**src/rtl/prio_decoder_seq.sv**
```systemverilog
// Buffers encoded indices with per-entry hold lengths in a small FIFO and
// replays each as a registered one-hot grant, separated by one idle cycle.
module prio_decoder_seq #(
  parameter int IDX_W  = 2,
  parameter int HOLD_W = 4,
  parameter int DEPTH  = 4,
  localparam int N     = 1 << IDX_W,
  localparam int LVL_W = $clog2(DEPTH + 1)
) (
  input  logic              clk,
  input  logic              rst,
  input  logic              in_valid,
  output logic              in_ready,
  input  logic [IDX_W-1:0]  in_idx,
  input  logic [HOLD_W-1:0] in_hold,
  output logic [N-1:0]      out_onehot,
  output logic [IDX_W-1:0]  out_idx,
  output logic              busy,
  output logic [LVL_W-1:0]  level
);

  localparam int PTR_W = $clog2(DEPTH);
  localparam int ENT_W = IDX_W + HOLD_W;

  typedef enum logic [1:0] {IDLE, ACTIVE, GAP} state_e;

  state_e              state_q, state_d;
  logic [HOLD_W-1:0]   cnt_q, cnt_d;
  logic [N-1:0]        onehot_q, onehot_d;
  logic [IDX_W-1:0]    idx_q, idx_d;
  logic [PTR_W-1:0]    rd_ptr_q, rd_ptr_d;
  logic [PTR_W-1:0]    wr_ptr_q, wr_ptr_d;
  logic [LVL_W-1:0]    level_q, level_d;
  logic [ENT_W-1:0]    mem_q [DEPTH];

  logic                full, empty, push, pop;
  logic [HOLD_W-1:0]   hold_eff;
  logic [IDX_W-1:0]    head_idx;
  logic [HOLD_W-1:0]   head_hold;

  assign full      = (level_q == LVL_W'(DEPTH));
  assign empty     = (level_q == '0);
  assign in_ready  = !full;
  assign push      = in_valid && in_ready;
  assign hold_eff  = (in_hold == '0) ? HOLD_W'(1) : in_hold;
  assign {head_idx, head_hold} = mem_q[rd_ptr_q];

  // NOTE: every signal assigned in always_comb gets a default first, so no
  // path through the case/if tree leaves it unassigned and infers a latch.
  always_comb begin
    state_d  = state_q;
    cnt_d    = cnt_q;
    onehot_d = onehot_q;
    idx_d    = idx_q;
    pop      = 1'b0;
    unique case (state_q)
      IDLE, GAP: begin
        if (!empty) begin
          pop      = 1'b1;
          onehot_d = N'(1) << head_idx;
          idx_d    = head_idx;
          cnt_d    = head_hold;
          state_d  = ACTIVE;
        end else begin
          onehot_d = '0;
          idx_d    = '0;
          state_d  = IDLE;
        end
      end
      ACTIVE: begin
        if (cnt_q == HOLD_W'(1)) begin
          onehot_d = '0;
          idx_d    = '0;
          state_d  = GAP;
        end else begin
          cnt_d = cnt_q - HOLD_W'(1);
        end
      end
      default: begin
        onehot_d = '0;
        idx_d    = '0;
        state_d  = IDLE;
      end
    endcase
  end

  always_comb begin
    rd_ptr_d = pop  ? rd_ptr_q + PTR_W'(1) : rd_ptr_q;
    wr_ptr_d = push ? wr_ptr_q + PTR_W'(1) : wr_ptr_q;
    level_d  = level_q;
    case ({push, pop})
      2'b10:   level_d = level_q + LVL_W'(1);
      2'b01:   level_d = level_q - LVL_W'(1);
      default: level_d = level_q;
    endcase
  end

  // NOTE: sequential state uses non-blocking assignments so every flop
  // samples its pre-edge inputs regardless of process ordering.
  always_ff @(posedge clk) begin
    if (rst) begin
      state_q  <= IDLE;
      cnt_q    <= '0;
      onehot_q <= '0;
      idx_q    <= '0;
      rd_ptr_q <= '0;
      wr_ptr_q <= '0;
      level_q  <= '0;
    end else begin
      state_q  <= state_d;
      cnt_q    <= cnt_d;
      onehot_q <= onehot_d;
      idx_q    <= idx_d;
      rd_ptr_q <= rd_ptr_d;
      wr_ptr_q <= wr_ptr_d;
      level_q  <= level_d;
    end
  end

  // NOTE: the storage array is deliberately not reset; entries are only
  // read once the pointers and level say they were written.
  always_ff @(posedge clk) begin
    if (push && !rst) mem_q[wr_ptr_q] <= {in_idx, hold_eff};
  end

  assign out_onehot = onehot_q;
  assign out_idx    = idx_q;
  assign level      = level_q;
  assign busy       = (state_q != IDLE) || (level_q != '0);

endmodule

```
**config.mk**
```make
export PLATFORM = sky130hd
export DESIGN_NAME = prio_decoder_seq
export DESIGN_NICKNAME = d
export VERILOG_FILES = /design/src/rtl/prio_decoder_seq.sv
export SDC_FILE = /design/constraint.sdc
export NUM_CORES = 1
export LEC_CHECK = 0
export ABC_AREA = 0
export CORE_AREA = 2 2 72 74
export CTS_BUF_LIST = sky130_fd_sc_hd__clkbuf_8
export DETAILED_ROUTE_END_ITERATION = 12
export DIE_AREA = 0 0 74 76
export GPL_ROUTABILITY_DRIVEN = 0
export PLACE_DENSITY = 0.6
export SETUP_SLACK_MARGIN = 0.4
export SYNTH_ARGS = -nofsm -noshare
export SYNTH_HDL_FRONTEND = slang
export SYNTH_SLANG_ARGS = --single-unit
export TNS_END_PERCENT = 20
```
**constraint.sdc**
```tcl
create_clock -name clk -period 3.5 [get_ports clk]
set_input_delay 0.7 -clock clk [delete_from_list [all_inputs] [get_ports clk]]
set_output_delay 0.7 -clock clk [all_outputs]
set_load 0.03 [all_outputs]
```
==> impl_table.tex <==
\begin{tabular}{lr}
\hline
Metric & Value \\
\hline
\multicolumn{2}{l}{\textbf{Die}} \\
Initial Util & 38.6\% \\
Core area & between 4000 and 5000 um\^{}2 \\
Overall die height & approximately 76 um \\
Number of rows in the core area & 26 \\
Number of top-level pins & 20 \\
Area enclosed by the die boundary & approximately 5600 um\^{}2 \\
Horizontal die dimension & approximately 74 um \\
\multicolumn{2}{l}{\textbf{Global routing}} \\
Number of global-route vias before repair & between 1000 and 1500 \\
Number of antenna violations at the first check in global routing & 0 \\
Global-route total usage across every layer & about an eighth \\
Gr ovfl total & 0 \\
Pin count of the biggest net entering global routing & 14 \\
Global-route wire length before repair & about 5300 um \\
\multicolumn{2}{l}{\textbf{Logic synthesis}} \\
Summed instance area of the synthesized netlist & around 1900 um\^{}2 \\
Sequential-to-total area share from yosys stat & between 60\% and 70\% \\
Flip-flop and latch count after synthesis & 45 \\
Main flop type after synthesis & edfxtp\_1 \\
Post-synthesis cell count & 147 \\
Post-Syn Area per Cell & 12.9 um\^{}2 \\
Post-synth EDFFs & 24 \\
Async set-reset flop share out of synthesis & 0\% \\
Warnings, synthesis & 0 \\
Net count of the mapped netlist & between 150 and 200 \\
Number of library cell types mapped by synthesis & 38 \\
\multicolumn{2}{l}{\textbf{Placement}} \\
HPWL after detailed placement & roughly 2300 um \\
IO Port Bufs & 19 \\
\multicolumn{2}{l}{\textbf{Timing}} \\
Shortest clock period the worst path allows after layout & 2460 ps \\
Maximum achievable frequency & approximately 410 MHz \\
Number of hold violations in the final report & 0 \\
Share of the clock period used by the worst path after layout & a little over two thirds \\
Final setup fails & 0 \\
Number of slew-limit violations in the final report & 0 \\
Max transition margin & $\sim$62\% \\
Final clock skew & between 4 and 5 ps \\
Setup repair after global routing missed its margin & no \\
Total Neg Setup Slack & 0 ps \\
Transition time of the tightest slew-check pin & roughly 570 ps \\
\multicolumn{2}{l}{\textbf{Clock tree}} \\
Number of buffers on the longest clock path & 2 \\
Post-CTS setup buffers & 0 \\
Clock tree from TritonCTS & done \\
Cell at the root of the clock tree & clkbuf\_8 \\
Source-to-sink clock delay at the later pin of the worst-skew pair & roughly 300 ps \\
Worst-path clk slew & roughly 80 ps \\
Post-cts hold buffer count & 0 \\
Cts repair resizes & 0 \\
H-tree levels & 2 \\
Cts bufs inserted & 5 \\
Clock sink count & 45 \\
\multicolumn{2}{l}{\textbf{Power and ir drop}} \\
Areal power density over the cells & between 700 and 800 nW/um\^{}2 \\
P\_leak & 0.787 nW \\
Maximum ir drop on the vdd rail & 0.300 mV \\
\multicolumn{2}{l}{\textbf{Drt}} \\
Average wire length per cell after detail routing & $\sim$14 um \\
Via count & between 1000 and 1500 \\
Remaining antenna violation count after routing & 0 \\
DRC violation count after routing & 0 \\
DRC violation total after the first TritonRoute iteration & about 80 \\
Detailed-router iteration count before antenna repair & 4 \\
Overall routed net length & roughly 3300 um \\
Via density per instance & just under 5 \\
\multicolumn{2}{l}{\textbf{Flow run}} \\
Number of violations of the max-capacitance limit & 0 \\
\multicolumn{2}{l}{\textbf{Critical path}} \\
CP Capture Type & primary output \\
Critical path peak fanout & 5 \\
Register-to-Register Setup Slack & about 1200 ps \\
Maximum single-stage delay on the critical path & $\sim$600 ps \\
Ordered list of cells on the worst path & nor3\_2 -> nand2\_1 -> clkdlybuf4s50\_1 \\
CP required & between 2000 and 3000 ps \\
Worst EP arrival & about 1800 ps \\
Kind of start point of the critical path & register \\
Critical setup path kind & reg -> out \\
Critical Path Slowest Stage Cell & clkdlybuf4s50\_1 \\
\multicolumn{2}{l}{\textbf{Finish}} \\
Total number of nets in the final design & about 180 \\
Layout cells sized above 1 & a little under an eighth \\
Core Util, Final & approximately 46\% \\
Diodes inserted & 0 \\
Post-synthesis to final-layout area growth & 18.5\% \\
\multicolumn{2}{l}{\textbf{Worst hold path}} \\
Worst hold path type & reg -> reg \\
\multicolumn{2}{l}{\textbf{Run status}} \\
Result of the run & complete, no violations \\
\hline
\end{tabular}
==> layout by cell type, fill, tap and decap left out, types with 2 or more instances in the layout <==
master,instances
a21oi_1,5
a22oi_1,2
and2_1,4
clkbuf_8,5
clkdlybuf4s50_1,19
dfxtp_1,21
edfxtp_1,24
ha_1,7
inv_1,9
mux4_2,6
nand2_1,8
nand2b_1,2
nand3_1,2
nor2_1,15
nor2b_1,2
nor3_1,4
nor3b_1,3
o21ai_0,3
or2_2,2
or4_1,2
xnor2_1,3
xor2_1,2
==> through the flow <==
step / total power [mW] / hold slack [ps] / instance area, um^2 / setup slack (ps) / instances
3_3_place_gp: 1.38 / 440 / 2140 / 994 / 230
4_1_cts: 1.79 / 470 / 2250 / 1010 / 238
6_report: 1.77 / 464 / 2250 / 1040 / 238
3_5_place_dp: 1.41 / 451 / 2140 / 914 / 230
5_1_grt: 1.90 / 495 / 2250 / 944 / 238
2_1_floorplan: 1.24 / 469 / 1900 / 979 / 147
==> cells in the mapped netlist, types with 4 or more instances <==
library cell,instances,share of area (%)
a21oi_1,5,1.3
and2_1,4,1.3
clkbuf_1,4,0.79
dfxtp_1,21,22
edfxtp_1,24,38
ha_1,7,4.6
inv_1,8,1.6
mux4_2,6,7.1
nand2_1,8,1.6
nor2_1,15,3.0
nor3_1,4,1.1
==> cell type report <==
type,instances,area (um^2)
Clock inverter,3,37.5
Clock buffer,5,68.8
Fill cell,432,2670
Multi-Input combinational cell,86,679
Sequential cell,45,1140
Tap cell,70,87.6
Inverter,9,33.8
Timing Repair Buffer,20,198
==> sequential cells by signal, indices dropped and copies added, names as in the netlist, named ones only <==
signal	flops
out_onehot	4
state_q	2
mem_q	24
out_idx	2
level	3
rd_ptr_q	2
cnt_q	4
wr_ptr_q	2
==> kinds of logic (layout without fill, tap and decap cells) <==
logic type / count (synthesis) / in the layout / share of synthesized area (%)
mux: 7 / 7 / 7.66
compound gates: 19 / 19 / 7.46
fa+ha+maj: 8 / 8 / 5.68
buf+inv: 16 / 37 / 3.96
flops: 45 / 45 / 60.2
xor+xnor: 5 / 5 / 2.31
simple gates: 47 / 47 / 12.7
==> power by group <==
part	internal (mW)	switching (mW)
Clock	0.208	0.168
Combinational	0.293	0.362
Sequential	0.647	0.0922
Total	1.15	0.622
==> worst paths after layout <==
kind,startpoint,to,cells past startpoint
max,level[0]$_SDFFE_PP0P_,busy,3
max reg2reg,level[0]$_SDFFE_PP0P_,level[2]$_SDFFE_PP0P_,9
min reg2reg,out_onehot[2]$_SDFFE_PP0P_,out_onehot[2]$_SDFFE_PP0P_,2
min,out_onehot[2]$_SDFFE_PP0P_,out_onehot[2]$_SDFFE_PP0P_,2
==> per-layer routing <==
| metal | vias up | share of wire, % | global-route usage (%) |
|---|---|---|---|
| met5 | - | 0 | 0 |
| met2 | 30 | 47 | 18.6 |
| met1 | 550 | 47 | 17.2 |
| met4 | 0 | 0.52 | 4.55 |
| li1 | 564 | - | - |
| met3 | 2 | 5.1 | 5.56 |
==> critical path, delay by kind of cell (launching register included) <==
family        cells  cell delay (ps)
flops             1              360
simple gates      2              480
buf+inv           1              610
Power figures use the tool's default switching activity.
